### src/rtl/mem_bus_arbiter_if.sv
`default_nettype none
// +----------------------------------------------------------------------+
// | mem_bus_arbiter_if                                                   |
// | Per-master request/response bundle for the memory/peripheral arbiter |
// | Rev 1.0                                                              |
// +----------------------------------------------------------------------+
interface mem_bus_arbiter_if #(
    parameter int AW = 32,
    parameter int DW = 32
);
    logic          req;
    logic          we;
    logic [AW-1:0] addr;
    logic [DW-1:0] wdata;
    logic [DW-1:0] rdata;
    logic          ack;
    logic          err;

    modport master (output req, we, addr, wdata, input rdata, ack, err);
    modport slave  (input req, we, addr, wdata, output rdata, ack, err);
endinterface
`default_nettype wire

### src/rtl/mem_bus_arbiter.sv
`default_nettype none
// +----------------------------------------------------------------------+
// | mem_bus_arbiter                                                      |
// | Round-robin two-master arbiter for the unified memory port and the   |
// | peripheral bus. Optional macro ARB_PERI_TIMEOUT_EN aborts stalled    |
// | peripheral accesses after TIMEOUT cycles.                            |
// | Rev 1.0                                                              |
// +----------------------------------------------------------------------+
module mem_bus_arbiter #(
    parameter int            AW        = 32,
    parameter int            DW        = 32,
    parameter int            MEM_LAT   = 1,
    parameter logic [AW-1:0] PERI_BASE = 32'h1001_0000,
    parameter int            TIMEOUT   = 16
) (
    input  wire logic          CLK,
    input  wire logic          CLR,
    mem_bus_arbiter_if.slave   m0,
    mem_bus_arbiter_if.slave   m1,
    output logic               mem_cs,
    output logic               mem_we,
    output logic [AW-1:0]      mem_addr,
    output logic [DW-1:0]      mem_wdata,
    input  wire logic [DW-1:0] mem_rdata,
    output logic               peri_cs,
    output logic               peri_we,
    output logic [AW-1:0]      peri_addr,
    output logic [DW-1:0]      peri_wdata,
    input  wire logic [DW-1:0] peri_rdata,
    input  wire logic          peri_ack,
    output logic               busy,
    output logic               grant
);

    if (MEM_LAT < 0 || MEM_LAT > 15 || TIMEOUT < 1) begin : g_param_check
        $error("mem_bus_arbiter: MEM_LAT must be 0..15 and TIMEOUT >= 1");
    end

    typedef enum logic [1:0] {
        IDLE = 2'd0,
        MEM  = 2'd1,
        PERI = 2'd2,
        RESP = 2'd3
    } state_t;

    state_t        r_state;
    state_t        w_next;
    logic          r_id;
    logic          r_we;
    logic          r_grant;
    logic [AW-1:0] r_addr;
    logic [DW-1:0] r_wdata;
    logic [DW-1:0] r_rdata0;
    logic [DW-1:0] r_rdata1;
    logic [3:0]    r_wait;

    logic          w_any;
    logic          w_pick;
    logic [AW-1:0] w_sel_addr;
    logic          w_sel_peri;
    logic          w_mem_last;
    logic          w_cap;
    logic [DW-1:0] w_cap_data;

`ifdef ARB_PERI_TIMEOUT_EN
    localparam int TCW = (TIMEOUT < 2) ? 1 : $clog2(TIMEOUT);
    logic [TCW-1:0] r_tcnt;
    logic           r_err;
    logic           w_tmo;
`endif

    // With both requesting, the master that did not win last time goes next.
    assign w_any      = m0.req | m1.req;
    assign w_pick     = (m0.req && m1.req) ? ~r_grant : ~m0.req;
    assign w_sel_addr = w_pick ? m1.addr : m0.addr;
    assign w_sel_peri = (w_sel_addr >= PERI_BASE);
    assign w_mem_last = (r_wait == 4'(MEM_LAT));

    assign mem_addr   = r_addr;
    assign mem_wdata  = r_wdata;
    assign peri_addr  = r_addr;
    assign peri_wdata = r_wdata;
    assign busy       = (r_state != IDLE);
    assign grant      = r_grant;
    assign m0.rdata   = r_rdata0;
    assign m1.rdata   = r_rdata1;

`ifdef ARB_PERI_TIMEOUT_EN
    assign m0.err = (r_state == RESP) && !r_id && r_err;
    assign m1.err = (r_state == RESP) &&  r_id && r_err;
`else
    assign m0.err = 1'b0;
    assign m1.err = 1'b0;
`endif

    always_ff @(posedge CLK) begin
        if (CLR) begin
            r_state <= IDLE;
        end else begin
            r_state <= w_next;
        end
    end

    always_comb begin
        w_next     = r_state;
        mem_cs     = 1'b0;
        mem_we     = 1'b0;
        peri_cs    = 1'b0;
        peri_we    = 1'b0;
        w_cap      = 1'b0;
        w_cap_data = mem_rdata;
        m0.ack     = 1'b0;
        m1.ack     = 1'b0;
`ifdef ARB_PERI_TIMEOUT_EN
        w_tmo      = 1'b0;
`endif
        case (r_state)
            IDLE: begin
                if (w_any) begin
                    w_next = w_sel_peri ? PERI : MEM;
                end
            end
            MEM: begin
                mem_cs = 1'b1;
                mem_we = r_we;
                if (w_mem_last) begin
                    w_cap  = !r_we;
                    w_next = RESP;
                end
            end
            PERI: begin
                peri_cs    = 1'b1;
                peri_we    = r_we;
                w_cap_data = peri_rdata;
                if (peri_ack) begin
                    w_cap  = !r_we;
                    w_next = RESP;
                end
`ifdef ARB_PERI_TIMEOUT_EN
                // An ack on the last counted cycle takes the branch above.
                else if (r_tcnt == TCW'(TIMEOUT - 1)) begin
                    w_tmo      = 1'b1;
                    w_cap      = 1'b1;
                    w_cap_data = DW'(32'hDEAD_BEEF);
                    w_next     = RESP;
                end
`endif
            end
            RESP: begin
                m0.ack = ~r_id;
                m1.ack = r_id;
                w_next = IDLE;
            end
            default: w_next = IDLE;
        endcase
    end

    always_ff @(posedge CLK) begin
        if (CLR) begin
            r_id     <= 1'b0;
            r_we     <= 1'b0;
            r_grant  <= 1'b1;
            r_addr   <= '0;
            r_wdata  <= '0;
            r_rdata0 <= '0;
            r_rdata1 <= '0;
            r_wait   <= '0;
`ifdef ARB_PERI_TIMEOUT_EN
            r_tcnt   <= '0;
            r_err    <= 1'b0;
`endif
        end else begin
            if (r_state == IDLE && w_any) begin
                r_id    <= w_pick;
                r_grant <= w_pick;
                r_we    <= w_pick ? m1.we : m0.we;
                r_addr  <= w_sel_addr;
                r_wdata <= w_pick ? m1.wdata : m0.wdata;
                r_wait  <= '0;
`ifdef ARB_PERI_TIMEOUT_EN
                r_tcnt  <= '0;
                r_err   <= 1'b0;
`endif
            end
            if (r_state == MEM) begin
                r_wait <= r_wait + 4'd1;
            end
`ifdef ARB_PERI_TIMEOUT_EN
            if (r_state == PERI) begin
                r_tcnt <= r_tcnt + 1'b1;
            end
            if (w_tmo) begin
                r_err <= 1'b1;
            end
`endif
            if (w_cap) begin
                if (r_id) begin
                    r_rdata1 <= w_cap_data;
                end else begin
                    r_rdata0 <= w_cap_data;
                end
            end
        end
    end

endmodule
`default_nettype wire

### src/flat_wrapper.sv
// flat-port wrapper written by rule: the top's interface ports become plain ports
module mem_bus_arbiter_flat 
#(
    parameter int            AW        = 32,
    parameter int            DW        = 32,
    parameter int            MEM_LAT   = 1,
    parameter logic [AW-1:0] PERI_BASE = 32'h1001_0000,
    parameter int            TIMEOUT   = 16
)
  (CLK, CLR, mem_cs, mem_we, mem_addr, mem_wdata, mem_rdata, peri_cs, peri_we, peri_addr, peri_wdata, peri_rdata, peri_ack, busy, grant, m0_req, m0_we, m0_addr, m0_wdata, m0_rdata, m0_ack, m0_err, m1_req, m1_we, m1_addr, m1_wdata, m1_rdata, m1_ack, m1_err);
  mem_bus_arbiter_if #(.AW(AW), .DW(DW)) m0_i ();
  mem_bus_arbiter_if #(.AW(AW), .DW(DW)) m1_i ();
  input  wire logic CLK;
  input  wire logic CLR;
  output logic mem_cs;
  output logic mem_we;
  output logic [AW-1:0] mem_addr;
  output logic [DW-1:0] mem_wdata;
  input  wire logic [DW-1:0] mem_rdata;
  output logic peri_cs;
  output logic peri_we;
  output logic [AW-1:0] peri_addr;
  output logic [DW-1:0] peri_wdata;
  input  wire logic [DW-1:0] peri_rdata;
  input  wire logic peri_ack;
  output logic busy;
  output logic grant;
  input wire logic [$bits(m0_i.req)-1:0] m0_req;
  input wire logic [$bits(m0_i.we)-1:0] m0_we;
  input wire logic [$bits(m0_i.addr)-1:0] m0_addr;
  input wire logic [$bits(m0_i.wdata)-1:0] m0_wdata;
  output wire logic [$bits(m0_i.rdata)-1:0] m0_rdata;
  output wire logic [$bits(m0_i.ack)-1:0] m0_ack;
  output wire logic [$bits(m0_i.err)-1:0] m0_err;
  input wire logic [$bits(m1_i.req)-1:0] m1_req;
  input wire logic [$bits(m1_i.we)-1:0] m1_we;
  input wire logic [$bits(m1_i.addr)-1:0] m1_addr;
  input wire logic [$bits(m1_i.wdata)-1:0] m1_wdata;
  output wire logic [$bits(m1_i.rdata)-1:0] m1_rdata;
  output wire logic [$bits(m1_i.ack)-1:0] m1_ack;
  output wire logic [$bits(m1_i.err)-1:0] m1_err;
  assign m0_i.req = m0_req;
  assign m0_i.we = m0_we;
  assign m0_i.addr = m0_addr;
  assign m0_i.wdata = m0_wdata;
  assign m0_rdata = m0_i.rdata;
  assign m0_ack = m0_i.ack;
  assign m0_err = m0_i.err;
  assign m1_i.req = m1_req;
  assign m1_i.we = m1_we;
  assign m1_i.addr = m1_addr;
  assign m1_i.wdata = m1_wdata;
  assign m1_rdata = m1_i.rdata;
  assign m1_ack = m1_i.ack;
  assign m1_err = m1_i.err;
  mem_bus_arbiter #(.AW(AW), .DW(DW), .MEM_LAT(MEM_LAT), .PERI_BASE(PERI_BASE), .TIMEOUT(TIMEOUT)) u_core (.CLK(CLK), .CLR(CLR), .m0(m0_i), .m1(m1_i), .mem_cs(mem_cs), .mem_we(mem_we), .mem_addr(mem_addr), .mem_wdata(mem_wdata), .mem_rdata(mem_rdata), .peri_cs(peri_cs), .peri_we(peri_we), .peri_addr(peri_addr), .peri_wdata(peri_wdata), .peri_rdata(peri_rdata), .peri_ack(peri_ack), .busy(busy), .grant(grant));
endmodule
### config.mk
export PLATFORM = sky130hd
export DESIGN_NAME = mem_bus_arbiter_flat
export DESIGN_NICKNAME = d
export VERILOG_FILES = /design/src/rtl/mem_bus_arbiter_if.sv /design/src/rtl/mem_bus_arbiter.sv /design/src/flat_wrapper.sv
export SDC_FILE = /design/constraint.sdc
export NUM_CORES = 1
export LEC_CHECK = 0
export BUFFER_PORTS_ARGS = -buffer_cell sky130_fd_sc_hd__buf_2
export CAP_MARGIN = 20
export CORE_AREA = 10 10 148 150
export CTS_BUF_LIST = sky130_fd_sc_hd__clkbuf_16
export DETAILED_ROUTE_END_ITERATION = 7
export DIE_AREA = 0 0 158 160
export PLACE_DENSITY = 0.76
export SLEW_MARGIN = 25
export SYNTH_ARGS = -nofsm -noshare
export SYNTH_HDL_FRONTEND = slang
export SYNTH_SLANG_ARGS = --single-unit
### constraint.sdc
create_clock -name CLK -period 2.1 [get_ports CLK]
set_input_delay 0.21 -clock CLK [delete_from_list [all_inputs] [get_ports CLK]]
set_output_delay 0.21 -clock CLK [all_outputs]
set_load 0.02 [all_outputs]
==> results of run 1 <==
-- worst max-delay path: stages, from the launching register on --
cell	delay (ps)
dfxtp_4	370
inv_4	40
ha_4	150
or4b_4	520
a211oi_4	270
buf_4	150
buf_6	110
clkbuf_16	160
nor2_1	40
a211oi_1	170
-- per-stage QoR --
stage / area (um^2) / power (W) / hold slack, ps / utilization, %
2_1_floorplan: 6480 / 0.00772 / 372 / -
3_3_place_gp: 8300 / 0.00916 / 478 / 43.5
3_5_place_dp: 8300 / 0.00925 / 482 / 43.5
4_1_cts: 8890 / 0.0123 / 34.8 / 46.6
5_1_grt: 9180 / 0.0131 / 38.9 / 48.1
6_report: 9180 / 0.0124 / 53.1 / 48.1
-- routing by layer --
layer,up-vias,track usage [%],wire length [um]
met4,0,5.35,451
met5,-,0,0
met1,3201,21.6,10500
li1,3301,-,-
met3,27,7.09,2840
met2,390,30.8,12800
-- registers in the layout, summed over array words and instances (netlist names) --
| register | flops |
|---|---|
| u_core.m0.rdata | 32 |
| u_core.r_we | 1 |
| u_core.r_wait | 4 |
| u_core.m1.rdata | 32 |
| u_core.mem_wdata | 32 |
| u_core.r_id | 1 |
| u_core.mem_addr | 32 |
| u_core.r_state | 2 |
| u_core.grant | 1 |
-- what timing repair did --
| action | CTS | global route |
|---|---|---|
| setup endpoints to repair | 2 | 65 |
| cloned | 0 | 6 |
| buffers inserted | 0 | 7 |
| pin swaps | 0 | 15 |
| hold buffers | 0 | 0 |
| resized for setup | 2 | 32 |
-- cells in the final DEF (no fill, tap or decap), types with 3 or more instances in the layout --
cell type    n
clkbuf_16   21
a211oi_1    52
nor2_2       3
nor2_1     134
a211oi_2    14
mux2i_1     33
dfxtp_1    135
nor4_1       6
and2_1       3
nand2_1     68
buf_12      10
buf_2      397
inv_6        6
ha_1         4
nand3_1     67
inv_8        7
a311oi_1    65
buf_4       26
inv_1        5
-- cell families (layout without fill, tap and decap cells) --
logic type	Yosys count	in the layout
buffers and inverters	141	477
AOI/OAI and AO/OA	145	145
and+or+nand+nor	295	295
muxes	35	35
adders and majority gates	6	6
other	1	4
DFF	137	137
-- layout make-up --
class | instances | area, um^2
Sequential cell | 137 | 2750
Timing Repair Buffer | 439 | 2500
Fill cell | 1824 | 9900
Clock inverter | 15 | 164
Clock buffer | 17 | 425
Tap cell | 238 | 298
Antenna cell | 2 | 5.00
Inverter | 6 | 25.0
Multi-Input combinational cell | 483 | 3010
-- worst max path at each step --
stage                           start             endpoint  depth (start not counted)
CTS                 u_core.r_state[0]  u_core.m0.rdata[12]                          7
global placement    u_core.r_state[1]    u_core.r_state[1]                          6
global route        u_core.r_state[0]  u_core.m0.rdata[30]                          9
floorplan           u_core.r_state[0]  u_core.m1.rdata[10]                          8
detailed placement  u_core.r_state[1]    u_core.r_state[1]                          6
finish              u_core.r_state[0]  u_core.m0.rdata[30]                          9
-- power groups by stage --
| stage | Combinational, W | Sequential [W] | Clock [W] |
|---|---|---|---|
| 6_report | 0.00564 | 0.00379 | 0.00300 |
| 4_1_cts | 0.00544 | 0.00378 | 0.00306 |
| 3_5_place_dp | 0.00542 | 0.00383 | 0 |
| 5_1_grt | 0.00603 | 0.00388 | 0.00319 |
| 3_3_place_gp | 0.00535 | 0.00380 | 0 |
| 2_1_floorplan | 0.00318 | 0.00453 | 0 |
==> impl_metrics.toml, run 1 <==
[clocking]
htree_levels = 4
clk-insertion-delay-late_ps = 420
cts_buffer_depth = 2
clkTransAtPathRegs_ps = 70
cts_tree = "yes"
cts_made_buffers = 17
cts_sinks = 137
cts-root-buf = "clkbuf_16"

[synth]
synth_edf_count = 0
synth_top_family_by_area = "simple AND/OR/NAND/NOR gates"
synth_area_um2 = 6430
synthSimpleGateAreaFrac_pct = 19.6
syn_avg_cell_area_um2 = 8.46
ys.flop_type = "dfxtp_1"
synth_area_leaders = "dfxtp_1, a311oi_1, buf_4"
synth_compound_area_share_pct = 18.6
yosysTopAreaCell = "dfxtp_1"
synthArstFlopShare_pct = 0
synth_xor_area_share_pct = 0
synth_common_cells = "nor2_1, dfxtp_1, buf_4"
synthMuxAreaShare_pct = 5.49
ys_types = 36
seq_area_frac_synth_pct = 42.6
synth_warnings = 0
synthCells = 760
synth_fa_ha_area_share_pct = 1.17
synth.most_common_cell = "nor2_1"
synth_top_cell_area_share_pct = 42.6
yosys_register_bits = 137

[power]
vdd_drop_max_v = 0.000580
netSwitchingFraction_pct = 44.7
p_leak_nw = 4.35
power_frac_comb_pct = 45.4
p_int_w = 0.00688
power.density_nw_per_um2 = 1350
power.share.clock_pct = 24.2
seqPwrFrac_pct = 30.5
p_sw_w = 0.00556

[sta]
hold_violations = 0
rsz0062_at_grt = "true"
max_slew_margin_pct = 60.2
min_period_ps = 2090
fin_setup_tns_ps = 0
fmax_mhz = 479
finalSetupViolations = 0
worst_slew_pin_slew_ps = 597
slew_violations = 0
fin_crit_sh_pct = 99.3
setup_slack_ps = 13.7
fin_worst_skew_ps = 12.9

[floorplan]
pin_count = 401
core_um2 = 19100
rows = 51
dieArea_um2 = 25300
initial_utilization_pct = 33.7
die_h_um = 160
fp.dieW_um = 158

[placement]
place.gp.congestion = 0.870
dp.cells = 1290
post-place-ws_ps = 0.332
port_buffers = 398
post-dp-hpwl_um = 19500

[hold_path]
worstHoldStart = "m1_wdata[14]"
min_path_cells = 3
min_to = "u_core.mem_wdata[14]"
hold_class = "in2reg"

[worst_setup_path]
crit_fanout = 8
rr_endpoint = "u_core.m0.rdata[30]"
critPathKind = "reg2reg"
r2r_cells = 9
worstSetupStartpointType = "flop"
crit_arrival_ps = 2410
r2r_slack_ps = 10
r2r-start = "u_core.r_state[0]"
worst_ep_required_time_ps = 2430
endpoint_kind = "flop"

[detailed_routing]
drt_pass1_iterations = 5
vias = 6919
drt-vias-per-instance = 5.18
final_antenna_net_count = 0
route.detailed.drc = 0
postRouteWirelength_um = 26700
drt_iter0_drc = 463
wl_per_cell_um = 19.9

[global_routing]
grt_pass1_vias = 6719
grt_pass1_wl_um = 37600
grt_max_degree = 67
grt_usage_pct = 18.5
overflow = 0
antenna_found_initial = 2

[cells_and_area]
fin_nets = 1289
synthToLayoutAreaGrowth_pct = 42.8
drive_gt1_share_pct = 46.0
stdcell_count = 1337

[outcome]
status = "completed"

[run]
cap_violations = 0
(Power assumes the default switching activity.)
==> run 2, diff against run 1 <==
- REMOVE_ABC_BUFFERS: default -> 1
==> run 2 against run 1 <==
  * Combinational power shrank 3%
  * Highest routed layer is now met5
  * Critical endpoint is now u_core.m1.rdata[21]
  * First-iteration DRC count shrank 18%
  * Final area shrank 1.4%
  * Final cell count shrank 1.0%
  * Fmax grew 0.99%
  * Largest cell class unchanged
  * Routed wire length shrank 2.2%
  * Register-to-register slack gained 20 ps
  * Largest power group unchanged
  * Worst hold slack gained 2.8 ps
==> impl_metrics.toml, run 2 (synthesized netlist as in run 1, its figures left out) <==
[clocking]
cts_tree = "yes"
clkTransAtPathRegs_ps = 60
cts_buffer_depth = 2
clk-insertion-delay-late_ps = 410
htree_levels = 4
cts-root-buf = "clkbuf_16"
cts_sinks = 137
cts_made_buffers = 17

[detailed_routing]
drt_iter0_drc = 380
vias = 6794
route.detailed.drc = 0
postRouteWirelength_um = 26100
wl_per_cell_um = 19.7
drt-vias-per-instance = 5.14
drt_pass1_iterations = 5
final_antenna_net_count = 0

[floorplan]
rows = 51
dieArea_um2 = 25300
pin_count = 401
core_um2 = 19100
initial_utilization_pct = 33.7
fp.dieW_um = 158
die_h_um = 160

[global_routing]
overflow = 0
grt_pass1_wl_um = 38400
antenna_found_initial = 1
grt_max_degree = 69
grt_usage_pct = 18.9
grt_pass1_vias = 6700

[worst_setup_path]
critPathKind = "reg2reg"
worst_ep_required_time_ps = 2420
crit_arrival_ps = 2390
worstSetupStartpointType = "flop"
endpoint_kind = "flop"
crit_fanout = 16

[cells_and_area]
final_common_cell = "buf_2"
antenna_cells = 0
final_cell_mix = "buf_2, nor2_1, dfxtp_1"
synthToLayoutAreaGrowth_pct = 40.9
drive_gt1_share_pct = 45.2
fin_area_um2 = 9060
fin_nets = 1277
stdcell_count = 1323

[sta]
hold_violations = 0
rsz0062_at_grt = "true"
worst_slew_pin_slew_ps = 660
max_slew_margin_pct = 55.6
fin_worst_skew_ps = 6.02
slew_violations = 0
fmax_mhz = 484
min_period_ps = 2070
hold_ws_ps = 55.9
fin_crit_sh_pct = 98.4
setup_slack_ps = 34.2
finalSetupViolations = 0

[placement]
port_buffers = 398
place.gp.congestion = 0.820
post-dp-hpwl_um = 19600
dp.cells = 1282
place_area_um2 = 8190
post-place-ws_ps = -7.63

[outcome]
status = "completed"

[power]
power.density_nw_per_um2 = 1380
vdd_drop_max_v = 0.000835
p_leak_nw = 4.27

[run]
cap_violations = 0

[hold_path]
hold_class = "in2reg"
run 2: cell count changes in the layout (fill, tap and decap cells not counted), sizes merged:
| cell | before | now |
|---|---|---|
| buf | 435 | 425 |
| inv | 19 | 13 |
| bufinv | 0 | 4 |
| clkbuf | 21 | 19 |
| clkinvlp | 0 | 2 |
| diode | 2 | 0 |
run 2: repair_timing:
action	CTS	global route
pin swaps	1	2
hold buffers	0	0
setup buffers	2	3
endpoints found under the setup margin	2	62
gates cloned	1	3
resized for setup	0	27
run 2: layer usage:
metal	vias to the layer above	GRT usage [%]	routed length, um
met5	-	0	18
met4	2	5.27	361
met3	28	7.66	2970
met2	350	30.8	12400
met1	3136	22.2	10300
li1	3278	-	-
run 2: area by class of cell:
cell class / instances / area (um^2)
Clock buffer: 17 / 425
Clock inverter: 15 / 211
Fill cell: 1850 / 10000
Inverter: 6 / 22.5
Multi-Input combinational cell: 483 / 3000
Sequential cell: 137 / 2740
Tap cell: 238 / 298
Timing Repair Buffer: 427 / 2350
run 2: worst max-delay path, cell delays in order, from the launching register on:
cell and delay (ps):
dfxtp_1 330, inv_1 70, ha_2 190, or4b_4 520, a211oi_4 250, buf_4 160
clkbuf_16 160, nor2_1 60, a211oi_2 230
run 2: worst paths after layout:
kind	startpoint	to	slack (ps)	cells after the start
worst min register to register	u_core.m0.rdata[14]	u_core.m0.rdata[14]	500	2
worst min-delay path	m1_wdata[30]	u_core.mem_wdata[30]	60	3
worst max register to register	u_core.r_state[0]	u_core.m1.rdata[21]	30	8
worst max-delay path	u_core.r_state[0]	u_core.m1.rdata[21]	30	8
run 2: through the flow:
| stage | power [W] | util (%) | setup TNS [ps] |
|---|---|---|---|
| 6_report | 0.0125 | 47.5 | 0 |
| 5_1_grt | 0.0132 | 47.5 | -213 |
| 4_1_cts | 0.0125 | 46.5 | 0 |
| 3_5_place_dp | 0.00918 | 42.9 | -7.63 |
| 3_3_place_gp | 0.00910 | 42.9 | 0 |
| 2_1_floorplan | 0.00679 | - | -228890 |
run 2: power by group:
part | internal [W] | total (W) | switching (W) | leakage (nW)
Clock | 0.00202 | 0.00327 | 0.00125 | 0.305
Combinational | 0.00189 | 0.00545 | 0.00356 | 2.84
Sequential | 0.00328 | 0.00379 | 0.000509 | 1.12
Total | 0.00718 | 0.0125 | 0.00532 | 4.27
==> run 3, diff against run 2 <==
- MAX_ROUTING_LAYER: default -> met4
- SKIP_LAST_GASP: default -> 1
==> run 3 against run 2 <==
  * Global-route usage increased by 0.56 points
  * Final area down 0.30%
  * Total power fell by 0.18%
  * First-iteration DRC count rose by 9.5%
  * Clock power about the same
  * Flip-flop and latch count unchanged
  * Sequential share of layout area up 0.092 points
  * Utilization down 0.14 points
  * Non-clock buffer count stayed put
  * Critical endpoint is now u_core.r_state[1]
  * Highest routed layer is now met4
==> impl_metrics.toml, run 3 (synthesized netlist as in run 1, its figures left out) <==
[outcome]
status = "completed"

[cells_and_area]
fin_area_um2 = 9030
synthToLayoutAreaGrowth_pct = 40.4
n_fill_cell = 1858
drive_gt1_share_pct = 44.6
final_cell_mix = "buf_2, nor2_1, dfxtp_1"
stdcell_count = 1324
fin_nets = 1277
final_common_cell = "buf_2"

[worst_setup_path]
crit_arrival_ps = 2350
worstSetupStartpointType = "flop"
r2r_slack_ps = 50
crit_path_max_incr_delay_ps = 620
slowest_stage = "or4b_2"
endpoint_kind = "flop"
crit_fanout = 3
worst_ep_required_time_ps = 2410
critPathKind = "reg2reg"
cp_cell_sequence = "inv_1 -> ha_2 -> or4b_2 -> nand4b_1 -> mux2_2 -> a41o_1"

[global_routing]
grt_usage_pct = 19.4
antenna_found_initial = 1
grt_pass1_wl_um = 38300
grt_max_degree = 69
grt_pass1_vias = 6721
overflow = 0

[detailed_routing]
drt_pass1_iterations = 5
final_antenna_net_count = 0
wl_per_cell_um = 19.6
drt-vias-per-instance = 5.17
vias = 6843
postRouteWirelength_um = 26000
drt_iter0_drc = 416
route.detailed.drc = 0

[power]
p_sw_w = 0.00531
p_int_w = 0.00718
power_frac_comb_pct = 43.5
seqPwrFrac_pct = 30.3
power.share.clock_pct = 26.2
netSwitchingFraction_pct = 42.5
vdd_drop_max_v = 0.000837
power.density_nw_per_um2 = 1380
p_leak_nw = 4.26

[clocking]
cts_buffer_depth = 2
htree_levels = 4
cts-root-buf = "clkbuf_16"
cts_sinks = 137
cts_made_buffers = 17
clkTransAtPathRegs_ps = 60
cts_hold_buffers = 0
cts_tree = "yes"
clk-insertion-delay-late_ps = 410

[sta]
fin_crit_sh_pct = 97.6
min_period_ps = 2050
worst_slew_pin_slew_ps = 644
fmax_mhz = 488
hold_violations = 0
hold_ws_ps = 55.3
slew_violations = 0
finalSetupViolations = 0
max_slew_margin_pct = 56.6
fin_worst_skew_ps = 6.86
rsz0062_at_grt = "true"

[floorplan]
die_h_um = 160
fp.dieW_um = 158
dieArea_um2 = 25300
initial_utilization_pct = 33.7
core_um2 = 19100
pin_count = 401
rows = 51

[placement]
dp.cells = 1282
port_buffers = 398
post-dp-hpwl_um = 19600
place_area_um2 = 8190
place.gp.congestion = 0.832

[run]
cap_violations = 0

[hold_path]
hold_class = "in2reg"
[run 3: changes by cell type in the layout (fill, tap and decap cells not counted), sizes merged]
cell	change
diode	+1
[run 3: power by group through the flow]
stage                     clock, W  combinational (W)  sequential [W]
final                      0.00327            0.00543         0.00378
after global routing       0.00343            0.00584         0.00388
after CTS                  0.00334            0.00540         0.00379
after detailed placement         0            0.00534         0.00384
after global placement           0            0.00528         0.00382
after floorplan                  0            0.00186         0.00493
[run 3: cell type report]
type	instances	area (um^2)	share of cell area [%]
timing repair buffer	427	2350	26.1
multi-input combinational	483	2970	32.9
sequential	137	2740	30.4
inverter	6	22.5	0.249
tap	238	298	3.30
clock buffer	17	425	4.71
clock inverter	15	211	2.34
antenna	1	2.50	0.0277
[run 3: final timing paths]
kind / start / to / depth (start not counted)
setup / recovery: u_core.r_state[1] / u_core.r_state[1] / 6
hold / removal: m1_wdata[30] / u_core.mem_wdata[30] / 3
setup reg to reg: u_core.r_state[1] / u_core.r_state[1] / 6
hold reg to reg: u_core.m0.rdata[0] / u_core.m0.rdata[0] / 2
[run 3: what timing repair did]
action | in CTS | in global routing
gates resized for setup | 0 | 21
buffers inserted | 2 | 3
pin swaps | 1 | 2
gates cloned | 1 | 3
setup endpoints to repair | 2 | 61
[run 3: per-stage QoR]
| stage | worst slack, ps | setup TNS [ps] | util, % | power, W |
|---|---|---|---|---|
| after floorplan | -1820 | -228890 | - | 0.00679 |
| after global placement | 89.1 | 0 | 42.9 | 0.00910 |
| after detailed placement | -7.63 | -7.63 | 42.9 | 0.00918 |
| after CTS | 13.1 | 0 | 46.5 | 0.0125 |
| after global routing | -57.6 | -350 | 47.3 | 0.0131 |
| final | 50.8 | 0 | 47.3 | 0.0125 |
[run 3: routing by layer]
metal / vias to the layer above / global-route usage [%] / wire length [um]
met4: 0 / 5.39 / 391
met3: 26 / 6.02 / 2570
met1: 3184 / 23.2 / 10600
li1: 3282 / - / -
met5: - / - / 0
met2: 351 / 30.8 / 12400
[run 3: critical path, delay by kind of cell (launching register included)]
kind	cells	cell delay, ps
AND/OR/NAND/NOR	2	810
flip-flops	1	340
multiplexers	1	300
adder cells (fa/ha/maj)	1	210
AO/OA/AOI/OAI	1	180
buffers and inverters	1	110
